`src/rtl/fa_check_pkg.sv`:
```
// Shared types and constants for the full-adder response checker.
// Holds the sweep FSM encoding and the default vector/result widths.
package fa_check_pkg;

  localparam int DEF_VEC_W = 3;
  localparam int DEF_RES_W = 2;

  function automatic int sweep_len(input int vec_w);
    return 1 << vec_w;
  endfunction

  localparam int DEF_SWEEP_LEN = sweep_len(DEF_VEC_W);

  typedef enum logic [1:0] {
    IDLE  = 2'd0,
    RUN   = 2'd1,
    DRAIN = 2'd2,
    DONE  = 2'd3
  } state_t;

endpackage

```
`src/rtl/fa_check_stage.sv`:
```
// Registered compare stage: captures one accepted vector with both results
// and flags a mismatch on the following cycle.
module fa_check_stage
  import fa_check_pkg::*;
#(
  parameter int VEC_W = DEF_VEC_W,
  parameter int RES_W = DEF_RES_W
) (
  input  logic             clk,
  input  logic             rst_n,
  input  logic             load,
  input  logic [VEC_W-1:0] vec,
  input  logic [RES_W-1:0] dut_res,
  input  logic [RES_W-1:0] ref_res,
  output logic             mismatch,
  output logic [VEC_W-1:0] stage_vec
);

  logic             stage_valid;
  logic [RES_W-1:0] stage_dut;
  logic [RES_W-1:0] stage_ref;

  // stage_valid follows load every cycle, so a gap empties the stage
  always_ff @(posedge clk or negedge rst_n) begin
    if (!rst_n) begin
      stage_valid <= 1'b0;
      stage_vec   <= '0;
      stage_dut   <= '0;
      stage_ref   <= '0;
    end else begin
      stage_valid <= load;
      if (load) begin
        stage_vec <= vec;
        stage_dut <= dut_res;
        stage_ref <= ref_res;
      end
    end
  end

  assign mismatch = stage_valid && (stage_dut != stage_ref);

endmodule

```
`config.mk`:
```
export PLATFORM = sky130hd
export DESIGN_NAME = fa_check_stage
export DESIGN_NICKNAME = d
export VERILOG_FILES = /design/src/rtl/fa_check_pkg.sv /design/src/rtl/fa_check_stage.sv
export SDC_FILE = /design/constraint.sdc
export NUM_CORES = 1
export LEC_CHECK = 0
export ABC_AREA = 1
export CORE_AREA = 8 8 45 47
export DETAILED_ROUTE_END_ITERATION = 16
export DIE_AREA = 0 0 53 55
export HOLD_SLACK_MARGIN = 0.08
export PLACE_DENSITY = 0.49
export RECOVER_POWER = 100
export REMOVE_ABC_BUFFERS = 1
export SLEW_MARGIN = 20
export SYNTH_ARGS = -nofsm -noshare
export SYNTH_HDL_FRONTEND = slang
export SYNTH_SLANG_ARGS = --single-unit
```
`constraint.sdc`:
```
create_clock -name clk -period 1.2 [get_ports clk]
set_input_delay 0.12 -clock clk [delete_from_list [all_inputs] [get_ports clk]]
set_output_delay 0.12 -clock clk [all_outputs]
set_load 0.05 [all_outputs]
```
# After elaboration in Yosys (flattened, before gate mapping)
# Index checks and enable logic that the tools add are counted.
word_totals:
  elab_cells: 6
  register_bits: 8
  out_inout_bits: 4
  inputBits: 10
classes:
  n_eq_ne: 1
  n_reduce_logical: 1
op_table:
  columns: ["cell", "count"]
  rows:
  - ["inequality test 2 bit", 1]
  - ["logical AND 1 bit", 1]

# Logic depth before layout (Yosys ltp)
logic_depth:
  word_depth: 2
  ltp_mapped: 4
  ltp_nobuf: 4

# Least setup slack after synthesis
# OpenSTA, ideal clock, no wires.
synth_timing:
  path_kind: "register to output"
  from: "register stage_ref[1]"
  to: "output port mismatch"
  required_ns: 1.080
  stages_incl_launch_ff: 4
  arrival_time_ns: 1.241
  path_buffers: 0
  path_slack_ns: -0.161
  cell_sequence: "dfrtp_1 nand2_1 nand2_1 a21oi_1"
synth_via:
  elab_chain_cells: 2
synth_lines:
  columns: ["item", "line_no", "rtl"]
  rows:
  - ["start, declared", "fa_check_stage.sv:21", "logic [RES_W-1:0] stage_ref;"]
  - ["start signal, assigned", "fa_check_stage.sv:35", "stage_ref <= ref_res;"]
  - ["inequality test 2 bit", "fa_check_stage.sv:40", "assign mismatch = stage_valid && (stage_dut != stage_ref);"]
  - ["logical AND 1 bit", "fa_check_stage.sv:40", null]
  - ["end, declared", "fa_check_stage.sv:15", "output logic mismatch,"]
# No other way between the ends.

# Final worst setup path
layout_timing:
  from: "register stage_dut[1]"
  to: "output port mismatch"
layout_via:
  elab_chain_cells: 2
layout_lines:
  columns: ["item", "line_no", "rtl"]
  rows:
  - ["start, declared", "fa_check_stage.sv:20", "logic [RES_W-1:0] stage_dut;"]
  - ["start signal, assigned", "fa_check_stage.sv:34", "stage_dut <= dut_res;"]
  - ["inequality test 2 bit", "fa_check_stage.sv:40", null]
  - ["logical AND 1 bit", "fa_check_stage.sv:40", null]
# No other way between the ends.

==> flow_summary.toml <==
[sta]
setup_tns_ns = -0.00633
setup_viol = 1
rsz0062_at_grt = "yes"
relSlewSlack = 0.583
fin_crit_ns = 1.21
worstMarginPinSlew_ns = 0.625
fin_skew_ns = 0
max_freq_mhz = 829
finalWorstSetupSlack_ns = -0.00633
hold_violations = 0
whs_ns = 0.217
timing.final.crit_share = 1.01
slew_violations = 0

[synth]
synthCells = 38
syn_avg_cell_area_um2 = 8.99
ys_ff_latch = 8
syn_area_um2 = 342
synth_top_area_frac = 0.586
synth_top_cell_by_area = "dfrtp_1"
synth.area.top_cells = "dfrtp_1 59%, nand2_1 14%, inv_1 8.8%"
yosys_warnings = 0
yosysSeqAreaShare = 0.586
yosysUniqueCellTypes = 7

[worst_setup_path]
crit_path_max_fanout = 2
crit_top_cell = "nand2_1"
cp_num_cells = 4
path_cells = "nand2_1 -> nand2_1 -> a21oi_2 -> buf_12"
crit_type = "reg -> out"
crit_buf_inv = 1
endpoint_kind = "output pin"
worst-endpoint-required_ns = 1.08
slowest_delay_ns = 0.39
critPathTopFamily = "flip-flops"
cp_slowest_cell = "dfrtp_1"
worst_setup_path_start_kind = "register"
reg2regPathDepth = 2
crit_arrival_ns = 1.09

[cts]
cts_buffers = 3
clockBufferDepth = 2
root_buffer = "clkbuf_4"
h-tree-depth = 1
path_clk_slew_ns = 0.05
tritoncts = "done"
clkLatencyLatePin_ns = 0.25
cts_num_sinks = 8
cts_setup_buffers = 0

[job]
maxCapViolations = 0

[floorplan]
start_util = 0.247
core_um2 = 1380
io_pins = 14
die_w_um = 53
die_h_um = 55
rows = 14
dieArea_um2 = 2920

[grt]
grt_pass1_wl_um = 1170
grt_util_all_layers = 0.0588
grt_max_degree = 16
grt_pass1_vias = 289
overflow = 0
antenna_found_initial = 0

[final_layout]
syn_to_final_growth_pct = 48.0
drive_gt1_frac = 0.259
fin_nets = 66
antenna_cells = 0
layout_common_cells = "13 x nand2_1, 8 x clkdlybuf4s50_1, 8 x dfrtp_1"
final_common_cell = "nand2_1"
design_area_um2 = 505

[pwr]
seqPwrFrac = 0.461
switching_share = 0.290
p_clk_frac = 0.305
power_density_nw_per_um2 = 1310
vdd_ir_drop_max_v = 0.000564
p_int_w = 0.000471
leakagePower_nw = 0.251
p_comb_frac = 0.234
switchingPower_w = 0.000192

[place]
port_buffers = 13
gp_congestion = 0.621
dpl.hpwl_um = 546
place_ws_ns = 0.188
dpl_cell_area_um2 = 541

[drt]
ant_nets = 0
drt_iter0_drc = 0
route.detailed.drc = 0
vias_per_cell = 4.11
vias = 288
first_pass_iters = 1
routed_wl_um = 687
detail_route.wl_per_cell_um = 9.81

[min_path]
hp-class = "in -> async"

[run_status]
status = "finished with violations"
violations = "negative setup slack"
sequential cells by signal (all words and copies together), names as in the netlist:
register,count
stage_valid,1
stage_ref,2
stage_vec,3
stage_dut,2
power groups by stage:
stage | clock, W | combinational, W | sequential, W
2_1_floorplan | 0 | 0.0000496 | 0.000340
3_3_place_gp | 0 | 0.000190 | 0.000314
3_5_place_dp | 0 | 0.000192 | 0.000314
4_1_cts | 0.000218 | 0.000195 | 0.000310
5_1_grt | 0.000239 | 0.000170 | 0.000309
6_report | 0.000202 | 0.000155 | 0.000306
cells in the mapped netlist:
library cell and number:
o21ai_2 3, a21oi_1 1, inv_1 8, buf_6 1, o21ai_0 4, nand2_1 13, dfrtp_1 8
kinds of logic (layout without fill, tap and decap cells):
family / after synthesis / count (layout) / synth area share
AO/OA/AOI/OAI: 8 / 8 / 0.150
buffers and inverters: 9 / 25 / 0.121
AND/OR/NAND/NOR: 13 / 13 / 0.143
flip-flops: 8 / 8 / 0.586
worst paths after layout:
kind	slack, ns	startpoint	endpoint
worst max-delay path	-0.006	stage_dut[1]	mismatch
worst min-delay path	0.22	rst_n	stage_ref[0]
worst max register to register	0.56	stage_ref[1]	stage_ref[1]
worst min register to register	0.52	stage_vec[1]	stage_vec[1]
max in group asynchronous	0.72	rst_n	stage_vec[2]
min in group clk	0.42	dut_res[0]	stage_dut[0]
worst reg2reg max path: stages (launching register included):
cell,delay (ns)
dfrtp_1,0.37
inv_1,0.06
o21ai_0,0.07
final cells by class:
class                   count  area, µm²
repair buffers             14        129
fillers                   145        878
inverters                   8       30.0
flip-flops and latches      8        200
multi-input cells          21        104
well taps                  16       20.0
clock buffers               3       22.5
per-layer routing:
layer / part of all wire / up-vias / track usage
met5: 0 / - / 0
met4: 0.038 / 0 / 0.0517
met3: 0.077 / 2 / 0.0455
met2: 0.46 / 8 / 0.0801
met1: 0.43 / 130 / 0.0571
li1: - / 148 / -
metrics by stage:
stage / total power (W) / util / cells
floorplan: 0.000389 / - / 37
global placement: 0.000504 / 0.391 / 67
detailed placement: 0.000506 / 0.391 / 67
CTS: 0.000723 / 0.410 / 70
global route: 0.000718 / 0.365 / 70
finish: 0.000663 / 0.365 / 70
timing repair:
action                     in CTS  in global routing
hold buffers                    0                  0
gates resized for setup         2                  2
setup endpoints to repair       1                  1
No activity file was read; power rests on OpenSTA's default activity.
